[config.mk]
export PLATFORM = sky130hd
export DESIGN_NAME = mul_stage_arbiter
export DESIGN_NICKNAME = d
export VERILOG_FILES = /design/src/rtl/mul_arb_pkg.sv /design/src/rtl/mul_tag_fifo.sv /design/src/rtl/mul_stage_arbiter.sv
export SDC_FILE = /design/constraint.sdc
export NUM_CORES = 1
export LEC_CHECK = 0
export CORE_MARGIN = 2
export CORE_UTILIZATION = 30
export CTS_CLUSTER_SIZE = 14
export DETAILED_ROUTE_END_ITERATION = 6
export GPL_ROUTABILITY_DRIVEN = 0
export PLACE_DENSITY = 0.63
export SLEW_MARGIN = 20
export SYNTH_ARGS = -nofsm -noshare
export SYNTH_HDL_FRONTEND = slang
export SYNTH_HIERARCHICAL = 1
export SYNTH_SLANG_ARGS = --single-unit
[constraint.sdc]
create_clock -name clk -period 8.33 [get_ports clk]
set_input_delay 1.666 -clock clk [delete_from_list [all_inputs] [get_ports clk]]
set_output_delay 1.666 -clock clk [all_outputs]
set_load 0.005 [all_outputs]
[src/rtl/mul_arb_pkg.sv]
// mul_arb_pkg: shared defaults, tag type and round-robin index helpers
package mul_arb_pkg;
    localparam int DATA_W_DEF = 16;
    localparam int MAX_REQ = 8;
    typedef logic [$clog2(MAX_REQ)-1:0] tagT;
    function automatic tagT rrNext(input tagT g, input int n);
        return (int'(g) + 1 >= n) ? '0 : tagT'(int'(g) + 1);
    endfunction
    function automatic tagT rrIdx(input tagT base, input int k, input int n);
        int j;
        j = int'(base) + k;
        return tagT'((j >= n) ? j - n : j);
    endfunction
endpackage

[src/rtl/mul_tag_fifo.sv]
// mul_tag_fifo: in-order requester tag FIFO with occupancy count
module mul_tag_fifo
    import mul_arb_pkg::*;
#(
    parameter int DEPTH = 4
) (
    input  logic                   clk,
    input  logic                   rst,
    input  logic                   push,
    input  logic                   pop,
    input  tagT                    din,
    output tagT                    dout,
    output logic [$clog2(DEPTH):0] count,
    output logic                   full,
    output logic                   empty
);
    localparam int AW = $clog2(DEPTH);
    tagT mem [DEPTH];
    logic [AW-1:0] wrPtr, rdPtr;
    logic doPush, doPop;
    assign full = count == (AW+1)'(DEPTH);
    assign empty = count == '0;
    assign doPush = push & ~full;
    assign doPop = pop & ~empty;
    assign dout = mem[rdPtr];
    always_ff @(posedge clk or negedge rst)
        if (!rst) begin
            wrPtr <= '0;
            rdPtr <= '0;
            count <= '0;
        end else begin
            if (doPush) wrPtr <= wrPtr + 1'b1;
            if (doPop) rdPtr <= rdPtr + 1'b1;
            count <= count + (AW+1)'(doPush) - (AW+1)'(doPop);
        end
    always_ff @(posedge clk)
        if (doPush) mem[wrPtr] <= din;
endmodule

[src/rtl/mul_stage_arbiter.sv]
// mul_stage_arbiter: round-robin sharing of one pipelined multiplier with in-order result steering
module mul_stage_arbiter
    import mul_arb_pkg::*;
#(
    parameter int NUM_REQ = 4,
    parameter int DATA_W = DATA_W_DEF,
    parameter int MAX_INFLIGHT = 4
) (
    input  logic                          clk,
    input  logic                          rst,
    input  logic [NUM_REQ-1:0]            req_valid,
    output logic [NUM_REQ-1:0]            req_ready,
    input  logic [NUM_REQ*DATA_W-1:0]     req_a,
    input  logic [NUM_REQ*DATA_W-1:0]     req_b,
    output logic [NUM_REQ-1:0]            resp_valid,
    input  logic [NUM_REQ-1:0]            resp_ready,
    output logic [DATA_W-1:0]             resp_data,
    output logic                          mul_srcReady,
    input  logic                          mul_readyForInput,
    output logic [DATA_W-1:0]             mul_in_A,
    output logic [DATA_W-1:0]             mul_in_B,
    input  logic                          mul_outputReady,
    output logic                          mul_destReady,
    input  logic [DATA_W-1:0]             mul_result,
    output logic [$clog2(MAX_INFLIGHT):0] inflight,
    output logic                          err_orphan
);
    logic full, issue, canLoad, found, reqFire, fifoFull, fifoEmpty;
    tagT rrPtr, win, regTag, headTag;
    logic [DATA_W-1:0] regA, regB;
    logic [NUM_REQ-1:0] winHot, headHot;
    always_comb begin
        found = 1'b0;
        win = '0;
        for (int k = 0; k < NUM_REQ; k++)
            for (int i = 0; i < NUM_REQ; i++)
                if (!found && req_valid[i] && tagT'(i) == rrIdx(rrPtr, k, NUM_REQ)) begin
                    found = 1'b1;
                    win = tagT'(i);
                end
    end
    always_comb begin
        winHot = '0;
        headHot = '0;
        for (int i = 0; i < NUM_REQ; i++) begin
            winHot[i] = win == tagT'(i);
            headHot[i] = headTag == tagT'(i);
        end
    end
    assign mul_srcReady = full & ~fifoFull;
    assign issue = mul_srcReady & mul_readyForInput;
    // rst gates the grant so req_ready drops the moment reset asserts
    assign canLoad = rst & (~full | issue);
    assign reqFire = found & canLoad;
    assign req_ready = reqFire ? winHot : '0;
    assign resp_valid = (mul_outputReady & ~fifoEmpty) ? headHot : '0;
    assign resp_data = mul_result;
    assign mul_destReady = fifoEmpty ? mul_outputReady : |(resp_ready & headHot);
    assign mul_in_A = regA;
    assign mul_in_B = regB;
    always_ff @(posedge clk or negedge rst)
        if (!rst) begin
            full <= 1'b0;
            rrPtr <= '0;
            regA <= '0;
            regB <= '0;
            regTag <= '0;
            err_orphan <= 1'b0;
        end else begin
            if (reqFire) begin
                full <= 1'b1;
                regA <= req_a[int'(win)*DATA_W +: DATA_W];
                regB <= req_b[int'(win)*DATA_W +: DATA_W];
                regTag <= win;
                rrPtr <= rrNext(win, NUM_REQ);
            end else if (issue) begin
                full <= 1'b0;
            end
            if (mul_outputReady & fifoEmpty) err_orphan <= 1'b1;
        end
    mul_tag_fifo #(.DEPTH(MAX_INFLIGHT)) tagFifo (
        .clk(clk),
        .rst(rst),
        .push(issue),
        .pop(mul_outputReady & mul_destReady),
        .din(regTag),
        .dout(headTag),
        .count(inflight),
        .full(fifoFull),
        .empty(fifoEmpty)
    );
endmodule

==> impl_results.md <==
- Worst path cell trace: clkdlybuf4s50_1 > inv_1 > a21oi_1 > or3_4 > o21ai_4 > inv_1 > ha_1 > and2_1 > clkdlybuf4s50_1
- Final Setup Violations: 0
- Clock network fraction of design power: 18.0%
- Top post-synthesis cells by area: dfrtp_1 30%, edfxtp_1 9.5%, o221ai_1 7.4%
- Max-slew violations: 0
- Final Power: 1.81 mW
- Dpl hpwl: 8.69 mm
- EDFF count, synth: 12
- Placed insts: 705
- Number of antenna violations at the first check in global routing: 0
- DR vias/cell: 5.01
- Die width: 116 um
- Area occupied by multi-input gates: 1920 um2
- Post-layout util: 47.0%
- Core ar.: 12500 um2
- Grt met3 use: 5.97%
- Unrepaired setup endpoints after global routing: no
- Avg Inst Size Synth: 9.88 um2
- Hold-fix buffer count after cts: 0
- Internal: 1.11 mW
- Yosys reg bits: 58
- Min Tclk post-route: 6.62 ns
- Sequential cell area: 1510 um2
- Top_reg_cell synth: dfrtp_1
- Yosys synthesis warning count: 6
- Top cell type's share of synthesized area: 30.4%
- Vias: 3614
- Row Count: 41
- # port buffers: 185
- Power Density: 309 nW/um2
- Worst VDD drop: 131 uV
- M2 GR Usage: 29.2%
- Max Clock Skew: 0.00500 ns
- Crit path kind: in -> out
- Design area: 5850 um2
- Share of cells above drive strength 1: 6.56%
- Final Hold Viols: 0
- H-tree levels: 3
- Total GRT Usage: 17.2%
- Die Y: 116 um
- Max stage delay on crit path: 0.84 ns
- Worst slew margin: 29.4%
- Final WS setup: 1.71 ns
- Worst-case clock buffer depth: 2
- Wirelength per Cell: 15.9 um
- GR peak layer: met2
- CTS tree: built
- Crit-path slowest cell: o21ai_4
- Post-cts sizing count: 0
- Dpl cell area: 5590 um2
- Worst-Margin Slew: 1.06 ns
- Async S/R FF share, synth: 79.3%
- Final period util: 79.5%
- Largest net degree at the start of global routing: 50
- CP arrival: 4.95 ns
- Final Non-Filler Cells: 721
- Total wire length: 11.4 mm
- # diodes: 0
- Sw Ratio: 38.8%
- Post-Synthesis Cells: 383
- Root buffer cell: clkbuf_16
- Post-synthesis sequential area ratio: 40.0%
- Antenna Nets Post-Route: 0
- First-pass GRT wire length: 18.1 mm
- Worst Setup Start Kind: input port
- Sequential share of power: 29.3%
- Hold Worst Slack: 0.464 ns
- Nature of the critical path endpoint: output port
- Num Clock Sinks: 58
- Total of max-cap violations: 0
- Clock buffer count from CTS: 9
- Cell Area, Synth: 3780 um2
- IO Pins: 218
- Fmax: 151 MHz
- WP data required: 6.66 ns
- Starting density of the core: 30.3%
- HP Class: reg -> reg
- Status: finished clean
- Net switching power: 703 uW
- Combinational Power Share: 52.7%
- GRT Residual Overflow: 0
- # fillers: 1170
- Dpl ws: 1.70 ns
- DRT Pass-1 Iters: 4
- Leakage power: 2.29 nW
- 1st-iter DRT viols: 160
- Post-CTS Setup Inserts: 0
- Die area: 13500 um2
- Grt met1 use: 20.5%
- Clock transition at path regs: 0.05 ns
- Crit-path max FO: 35
- DRC violations left: 0
- Netlist cell types: 51
- Syn-to-layout area delta: 54.8%
- Fin Setup TNS: 0 ns
- Vias in the first global route: 3714
- Worst skew pair latency: 0.32 ns
- Largest area contributor in the netlist: dfrtp_1
- Net count, final: 711
==> area by class of cell <==
class	count	share of cell area (%)
clock buffers	10	3.91
clock inverters	6	0.577
inverters	19	1.22
multi-input cells	267	32.7
flip-flops and latches	58	25.8
well taps	172	3.68
repair buffers	189	32.1
==> worst max-delay path, delay by kind of cell <==
| family | cells | cell delay [ns] |
|---|---|---|
| AO/OA/AOI/OAI | 2 | 0.98 |
| adder cells (fa/ha/maj) | 1 | 0.24 |
| buffers and inverters | 4 | 1.55 |
| AND/OR/NAND/NOR | 2 | 0.51 |
==> worst paths after layout <==
path | start | depth (start not counted) | endpoint | slack [ns]
setup reg to reg | tagFifo/rdPtr[0]$_DFFE_PN0P_ | 14 | tagFifo/count[2]$_DFF_PN0_ | 5.00
hold / removal | err_orphan$_DFFE_PN0P_ | 1 | err_orphan$_DFFE_PN0P_ | 0.46
setup / recovery | req_valid[3] | 9 | req_ready[1] | 1.71
hold reg to reg | err_orphan$_DFFE_PN0P_ | 1 | err_orphan$_DFFE_PN0P_ | 0.46
min in group asynchronous | rst | 2 | regTag[0]$_DFFE_PN0P_ | 1.44
max in group asynchronous | rst | 2 | mul_in_A[13]$_DFFE_PN0P_ | 6.47
==> layout by cell type, fill, tap and decap left out, types with 2 or more instances in the layout <==
cell type / n
xnor2_1: 4
mux2i_1: 8
mux2_1: 2
a211oi_1: 25
ha_1: 10
inv_1: 19
nand2b_1: 8
o211ai_1: 3
edfxtp_1: 12
buf_4: 4
nor3_1: 2
o21ai_0: 12
o21ai_1: 22
clkbuf_16: 9
nand3_1: 8
clkinvlp_4: 2
clkinv_2: 3
nand4bb_1: 2
a21oi_1: 5
nand2_1: 41
dfrtp_1: 46
nor2_1: 7
conb_1: 4
clkdlybuf4s50_1: 184
mux4_2: 4
nor2b_1: 27
nor4bb_1: 2
and2_1: 8
and3b_1: 4
mux2_2: 6
o221ai_1: 32
==> power groups by stage <==
stage / Sequential (mW) / Clock (mW) / Combinational [mW]
5_1_grt: 0.551 / 0.348 / 1.07
3_3_place_gp: 0.529 / 0 / 0.947
3_5_place_dp: 0.534 / 0 / 0.969
4_1_cts: 0.532 / 0.334 / 0.970
6_report: 0.530 / 0.326 / 0.955
2_1_floorplan: 0.502 / 0 / 0.606
==> cell families (layout without fill, tap and decap cells) <==
kind of cell / count (synthesis) / after routing / synth area share [%]
compound gates: 110 / 110 / 21.1
xor+xnor: 4 / 4 / 0.926
fa+ha+maj: 11 / 11 / 3.84
buf+inv: 61 / 224 / 9.69
flops: 58 / 58 / 40.0
mux: 20 / 20 / 6.88
other cells: 1 / 4 / 0.0991
simple gates: 118 / 118 / 17.5
==> routing by layer <==
layer | vias up | wire [um]
met5 | - | 0
li1 | 1708 | -
met1 | 1702 | 4590
met4 | 0 | 194
met2 | 181 | 5580
met3 | 23 | 1070
==> registers in the layout (all words and copies together) (netlist names) <==
register / flops
tagFifo/mem: 12
mul_in_A: 16
mul_in_B: 16
tagFifo/count: 3
rrPtr: 3
err_orphan: 1
full: 1
tagFifo/rdPtr: 2
tagFifo/wrPtr: 2
regTag: 2
==> synthesized netlist by cell type, types with 2 or more instances <==
master and n:
dfrtp_1 46, nand2_1 41, o221ai_1 32, nor2b_1 27, a211oi_1 25, o21ai_1 22, buf_4 20, inv_1 19
buf_2 14, edfxtp_1 12, o21ai_0 12, ha_1 10, and2_1 8, mux2i_1 8, nand2b_1 8, nand3_1 8
nor2_1 7, buf_6 6, mux2_2 6, a21oi_1 5, and3b_1 4, mux4_2 4, xnor2_1 4, o211ai_1 3
clkbuf_1 2, mux2_1 2, nand4bb_1 2, nor3_1 2, nor4bb_1 2
No activity file was read; power rests on OpenSTA's default activity.
